<file path="config.mk">
export PLATFORM = sky130hd
export DESIGN_NAME = input_conditioner
export DESIGN_NICKNAME = d
export VERILOG_FILES = /design/src/rtl/input_cond_pkg.sv /design/src/rtl/input_cond_channel.sv /design/src/rtl/input_conditioner.sv
export SDC_FILE = /design/constraint.sdc
export NUM_CORES = 1
export LEC_CHECK = 0
export ABC_AREA = 1
export BUFFER_PORTS_ARGS = -buffer_cell sky130_fd_sc_hd__buf_4
export CAP_MARGIN = 20
export CELL_PAD_IN_SITES_DETAIL_PLACEMENT = 1
export CELL_PAD_IN_SITES_GLOBAL_PLACEMENT = 2
export CORE_ASPECT_RATIO = 0.8
export CORE_MARGIN = 2
export CORE_UTILIZATION = 37
export CTS_BUF_LIST = sky130_fd_sc_hd__clkbuf_4
export CTS_CLUSTER_DIAMETER = 120
export DETAILED_ROUTE_END_ITERATION = 6
export PLACE_DENSITY = 0.93
export SLEW_MARGIN = 5
export SYNTH_ARGS = -nofsm -noshare
export SYNTH_HDL_FRONTEND = slang
export SYNTH_SLANG_ARGS = --single-unit
</file>
<file path="constraint.sdc">
create_clock -name clock -period 3.4 [get_ports clock]
set_clock_uncertainty 0.15 [all_clocks]
set_input_delay 0.34 -clock clock [delete_from_list [all_inputs] [get_ports clock]]
set_output_delay 0.34 -clock clock [all_outputs]
set_load 0.01 [all_outputs]
</file>
<file path="src/rtl/input_cond_pkg.sv">
// Shared types and constants for the input conditioner.
// Optional auto-repeat is built only when INPUT_COND_AUTOREPEAT_EN is defined.
package input_cond_pkg;

  typedef enum logic [2:0] {
    IDLE     = 3'd0,
    PRESSED  = 3'd1,
    HELD     = 3'd2,
    RELEASED = 3'd3,
    COOLDOWN = 3'd4
  } cond_state_t;

  localparam logic [22:0] DEBOUNCE_LIMIT_FPGA = 23'd6_250_000;

endpackage

</file>
<file path="src/rtl/input_cond_channel.sv">
// One conditioned input: synchroniser, press/release FSM and lockout counter.
// Auto-repeat pulses in HELD exist only when INPUT_COND_AUTOREPEAT_EN is defined.
module input_cond_channel
  import input_cond_pkg::*;
#(
  parameter int SYNC_STAGES = 2,
  parameter int CNT_W       = 23
`ifdef INPUT_COND_AUTOREPEAT_EN
  ,
  parameter int REPEAT_DELAY  = 25_000_000,
  parameter int REPEAT_PERIOD = 6_250_000
`endif
) (
  input  logic             clock,
  input  logic             reset,
  input  logic             raw_in,
  input  logic [CNT_W-1:0] debounce_limit,
  output logic             level,
  output logic             press,
  output logic             release_pulse
);

  logic [SYNC_STAGES-1:0] sync_r;
  logic                   s_s;
  cond_state_t            state_r, state_s;
  logic [CNT_W-1:0]       cnt_r, cnt_s, cnt_inc_s;
  logic                   lock_done_s;
  logic                   press_s;
  logic                   level_r, press_r, release_r;

  // synchroniser shift chain
  always_ff @(posedge clock) begin
    if (!reset) begin
      sync_r <= '0;
    end else begin
      sync_r <= {sync_r[SYNC_STAGES-2:0], raw_in};
    end
  end

  assign s_s         = sync_r[SYNC_STAGES-1];
  // lowering the limit below the running count ends the lockout at once
  assign lock_done_s = (cnt_r >= debounce_limit);
  assign cnt_inc_s   = lock_done_s ? debounce_limit : (cnt_r + CNT_W'(1));

  // next-state and lockout counter
  always_comb begin
    state_s = state_r;
    cnt_s   = cnt_r;
    case (state_r)
      IDLE: begin
        cnt_s = '0;
        if (s_s) state_s = PRESSED;
        else     state_s = IDLE;
      end
      PRESSED: begin
        cnt_s   = '0;
        state_s = HELD;
      end
      HELD: begin
        cnt_s = cnt_inc_s;
        if (!s_s && lock_done_s) state_s = RELEASED;
        else                     state_s = HELD;
      end
      RELEASED: begin
        cnt_s   = '0;
        state_s = COOLDOWN;
      end
      COOLDOWN: begin
        cnt_s = cnt_inc_s;
        if (lock_done_s) state_s = IDLE;
        else             state_s = COOLDOWN;
      end
      default: begin
        cnt_s   = '0;
        state_s = IDLE;
      end
    endcase
  end

`ifdef INPUT_COND_AUTOREPEAT_EN
  logic [31:0] rpt_r, rpt_s;

  // repeat down-counter: value 1 in HELD means a repeat pulse next cycle
  always_comb begin
    rpt_s = 32'd0;
    if (state_r == PRESSED) begin
      rpt_s = 32'(REPEAT_DELAY - 1);
    end else if ((state_r == HELD) && (state_s == HELD)) begin
      if (rpt_r == 32'd1) rpt_s = 32'(REPEAT_PERIOD);
      else                rpt_s = rpt_r - 32'd1;
    end else begin
      rpt_s = 32'd0;
    end
  end

  // repeat counter register
  always_ff @(posedge clock) begin
    if (!reset) begin
      rpt_r <= 32'd0;
    end else begin
      rpt_r <= rpt_s;
    end
  end

  assign press_s = (state_s == PRESSED) ||
                   ((state_r == HELD) && (state_s == HELD) && s_s && (rpt_r == 32'd1));
`else
  assign press_s = (state_s == PRESSED);
`endif

  // state, counter and registered outputs
  always_ff @(posedge clock) begin
    if (!reset) begin
      state_r   <= IDLE;
      cnt_r     <= '0;
      level_r   <= 1'b0;
      press_r   <= 1'b0;
      release_r <= 1'b0;
    end else begin
      state_r   <= state_s;
      cnt_r     <= cnt_s;
      level_r   <= (state_s == PRESSED) || (state_s == HELD);
      press_r   <= press_s;
      release_r <= (state_s == RELEASED);
    end
  end

  assign level         = level_r;
  assign press         = press_r;
  assign release_pulse = release_r;

endmodule

</file>
<file path="src/rtl/input_conditioner.sv">
// N-channel button/switch front end: per-channel conditioning plus a combined press flag.
// Define INPUT_COND_AUTOREPEAT_EN to enable auto-repeat press pulses while held.
module input_conditioner
  import input_cond_pkg::*;
#(
  parameter int NUM_CH      = 12,
  parameter int SYNC_STAGES = 2,
  parameter int CNT_W       = 23
`ifdef INPUT_COND_AUTOREPEAT_EN
  ,
  parameter int REPEAT_DELAY  = 25_000_000,
  parameter int REPEAT_PERIOD = 6_250_000
`endif
) (
  input  logic              clock,
  input  logic              reset,
  input  logic [NUM_CH-1:0] raw_in,
  input  logic [CNT_W-1:0]  debounce_limit,
  output logic [NUM_CH-1:0] level,
  output logic [NUM_CH-1:0] press,
  output logic [NUM_CH-1:0] release_pulse,
  output logic              any_press
);

  for (genvar i = 0; i < NUM_CH; i++) begin : g_ch
    input_cond_channel #(
      .SYNC_STAGES   (SYNC_STAGES),
      .CNT_W         (CNT_W)
`ifdef INPUT_COND_AUTOREPEAT_EN
      ,
      .REPEAT_DELAY  (REPEAT_DELAY),
      .REPEAT_PERIOD (REPEAT_PERIOD)
`endif
    ) u_ch (
      .clock          (clock),
      .reset          (reset),
      .raw_in         (raw_in[i]),
      .debounce_limit (debounce_limit),
      .level          (level[i]),
      .press          (press[i]),
      .release_pulse  (release_pulse[i])
    );
  end

  // press bits are already registered, so this stays aligned with them
  assign any_press = |press;

endmodule

</file>
==> results by group <==
Place
  • Routability cong.: 0.8959
  • PortBufs: 73
  • Detailed placement HPWL: 66580 um
  • Pre-CTS WS: 0.3583 ns
  • Total placed cells including tap cells: 4982

CTS
  • CTS tree: yes
  • Clock sinks: 372
  • Num CTS Buffers: 105
  • H-tree level count: 3
  • Clk buf depth: 3
  • Root buffer cell: clkbuf_4
  • Skew-Pair Late Insertion Delay: 0.89 ns
  • Clock transition at the registers of the reported paths: 0.07 ns

Floorplanning
  • Die Wd: 305.2 um
  • IO Pins: 74
  • Vert. Die Dim: 245 um
  • DIE AREA: 74790 um2
  • Core area: 72010 um2
  • FP Rows: 88
  • Initial Utilization: 37.30%

Detailed routing
  • Per-cell routed wire length: 17.59 um
  • Via count: 26249
  • Final ANT Viol Nets: 0
  • DR iter-0 viols: 1490
  • Met3 routed WL: 4567 um
  • Vias per inst: 5.027
  • Met1 wire length: 45350 um
  • WL met2: 39460 um
  • Final WL: 91840 um
  • Detailed-route DRC error count: 0
  • DR pass1 iterations: 5
  • Top sig layer: met4

Timing
  • Crit path time final: 3.195 ns
  • Final worst setup slack: 0.2053 ns
  • Hold Vio Cnt, Final: 0
  • RSZ-0062 raised after global routing: false
  • Slew Limit Headroom: 28.75%
  • Final setup violation count: 0
  • Final Cycle Share: 93.96%
  • Max-slew violations: 0
  • Fmax: 313.0 MHz
  • Least-Margin Pin Slew: 1.065 ns
  • Setup_tns: 0 ns

Synth
  • EDFF count, synth: 0
  • Most frequent cells after synthesis: 1077 x nand2_1, 824 x nor2_1, 372 x dfxtp_1
  • Post-synth ARST share: 0%
  • Main flop type after synthesis: dfxtp_1
  • Register area share after synthesis: 27.72%
  • Synth area leaders: dfxtp_1 28%, nand2_1 15%, ha_1 13%
  • Cell variety after synth: 45
  • Yosys warns: 0
  • Post-synthesis register bit count: 372
  • Syn_area_per_cell: 6.677 um2
  • Synth top area share: 27.72%
  • Top-count cell post-synth: nand2_1
  • Synth area leader: dfxtp_1
  • Mapped Area: 26860 um2
  • Syn_nets: 4348
  • Post-synthesis cell count: 4023

Critical path
  • Arr. time, crit path: 3.82 ns
  • Setup slack, reg-to-reg: 0.38 ns
  • Worst r2r src: g_ch[2].u_ch.cnt_r[12]$_SDFF_PN0_
  • CP startpoint: debounce_limit[15]
  • WS Path Type: in -> reg
  • Crit path max fanout: 22
  • Critical path endpoint category: flip-flop
  • Worst Setup Start Kind: input port
  • WP data required: 4.02 ns

Cells and area
  • Final cell count without fillers: 5222
  • Final Core Density: 41.94%
  • Synth-to-Final Area Change: 12.42%
  • Final #Nets: 4529
  • Share of cells above drive strength 1: 9.612%

Pwr
  • Leakage power: 14.41 nW
  • Worst vdd ir: 0.2834 mV
  • Total power: 0.009365 W
  • Cell area power density: 310.1 nW/um2

GRT
  • Number of antenna violations at the first check in global routing: 3
  • Largest net degree at the start of global routing: 47
  • Vias in the first global route: 26611
  • GRT Overall Usage: 24.57%
  • First-pass GRT wire length: 145800 um
  • Grt ovf: 0

Status
  • Status: finished, final reports clean

Flow run
  • Max-cap check violation count: 0

Min path
  • Hold/Removal Path Class: in -> reg
  • Hold Path Origin: debounce_limit[18]
final cells by class:
type                    count  area, um2
fillers                  9522      41810
clock inverters            27      111.4
diodes                      1      2.502
inverters                 376       1415
flip-flops and latches    372       7447
repair buffers            211       1872
well taps                 945       1182
multi-input cells        3138      17030
clock buffers             152       1141
cells in the final DEF, fill, tap and decap left out, drive strengths merged:
cell type,netlist,layout
or2,2,2
buf,112,151
o21bai,28,28
ha,288,288
nor3,65,65
nand4,81,81
nand2,1082,1082
o21ai,137,137
xor2,127,127
a21oi,152,152
xnor2,96,96
and2,1,1
a21o,21,21
nor2,868,868
a211oi,3,3
nor3b,2,2
nand3b,32,32
dlygate4sd3,0,60
clkbuf,25,152
and3,1,1
nor4,3,3
clkinv,6,36
o21a,2,2
nand3,147,147
diode,0,1
dfxtp,372,372
inv,370,367
worst paths after layout:
kind | cells after the start | end
worst max-delay path | 15 | g_ch[2].u_ch.cnt_r[16]$_SDFF_PN0_
worst min-delay path | 4 | g_ch[4].u_ch.cnt_r[18]$_SDFF_PN0_
worst max register to register | 10 | g_ch[2].u_ch.cnt_r[16]$_SDFF_PN0_
worst min register to register | 2 | g_ch[3].u_ch.sync_r[1]$_SDFF_PN0_
power by group:
group          internal, W  leakage [nW]  total [W]  switching, W
sequential         0.00440          3.00    0.00442     0.0000291
clock              0.00203         0.754    0.00414       0.00211
combinational     0.000270          10.6   0.000800      0.000530
sequential cells by signal, indices dropped and copies added, names as in the netlist:
signal	cells
g_ch.u_ch.cnt_r	276
g_ch.u_ch.release_pulse	12
g_ch.u_ch.level	12
g_ch.u_ch.sync_r	24
g_ch.u_ch.state_r	36
g_ch.u_ch.press	12
cell families (layout without fill, tap and decap cells):
kind of cell	count (synthesis)	in the layout	synth area share, %
buffers and inverters	513	766	8.915
and+or+nand+nor	2284	2284	35.50
xor gates and xnor gates	223	223	7.271
adders and majority gates	288	288	13.41
other	0	1	0
DFF	372	372	27.72
AOI/OAI and AO/OA	343	343	7.173
critical path, stage by stage:
cell	delay, ns
dlygate4sd3_1	0.55
buf_4	0.17
inv_1	0.36
buf_4	0.32
ha_1	0.26
nand2_1	0.06
nor2_1	0.04
nand2_1	0.09
nor2_1	0.06
nand2_1	0.09
nand3_2	0.39
buf_4	0.33
nand2_1	0.07
a21oi_1	0.07
dlygate4sd3_1	0.58
metal layers:
layer / GRT usage (%) / vias to the layer above
met3: 3.816 / 153
met1: 34.50 / 12420
met5: 0 / -
met4: 6.752 / 0
met2: 38.97 / 502
li1: - / 13174
what timing repair did:
item | CTS | global route
setup buffers | 0 | 0
hold buffers | 60 | 0
hold endpoints to repair | 223 | 0
endpoints found under the setup margin | 0 | 0
resized for setup | 0 | 0
per-stage QoR:
stage	hold WS (ns)	instance area (um2)
6_report	0.09309	30200
5_1_grt	0.06591	30200
4_1_cts	0.002492	30200
3_5_place_dp	0.2534	28340
3_3_place_gp	0.2424	28340
2_1_floorplan	0.2405	26860
Note: power is estimated with default switching activity, not from simulation.
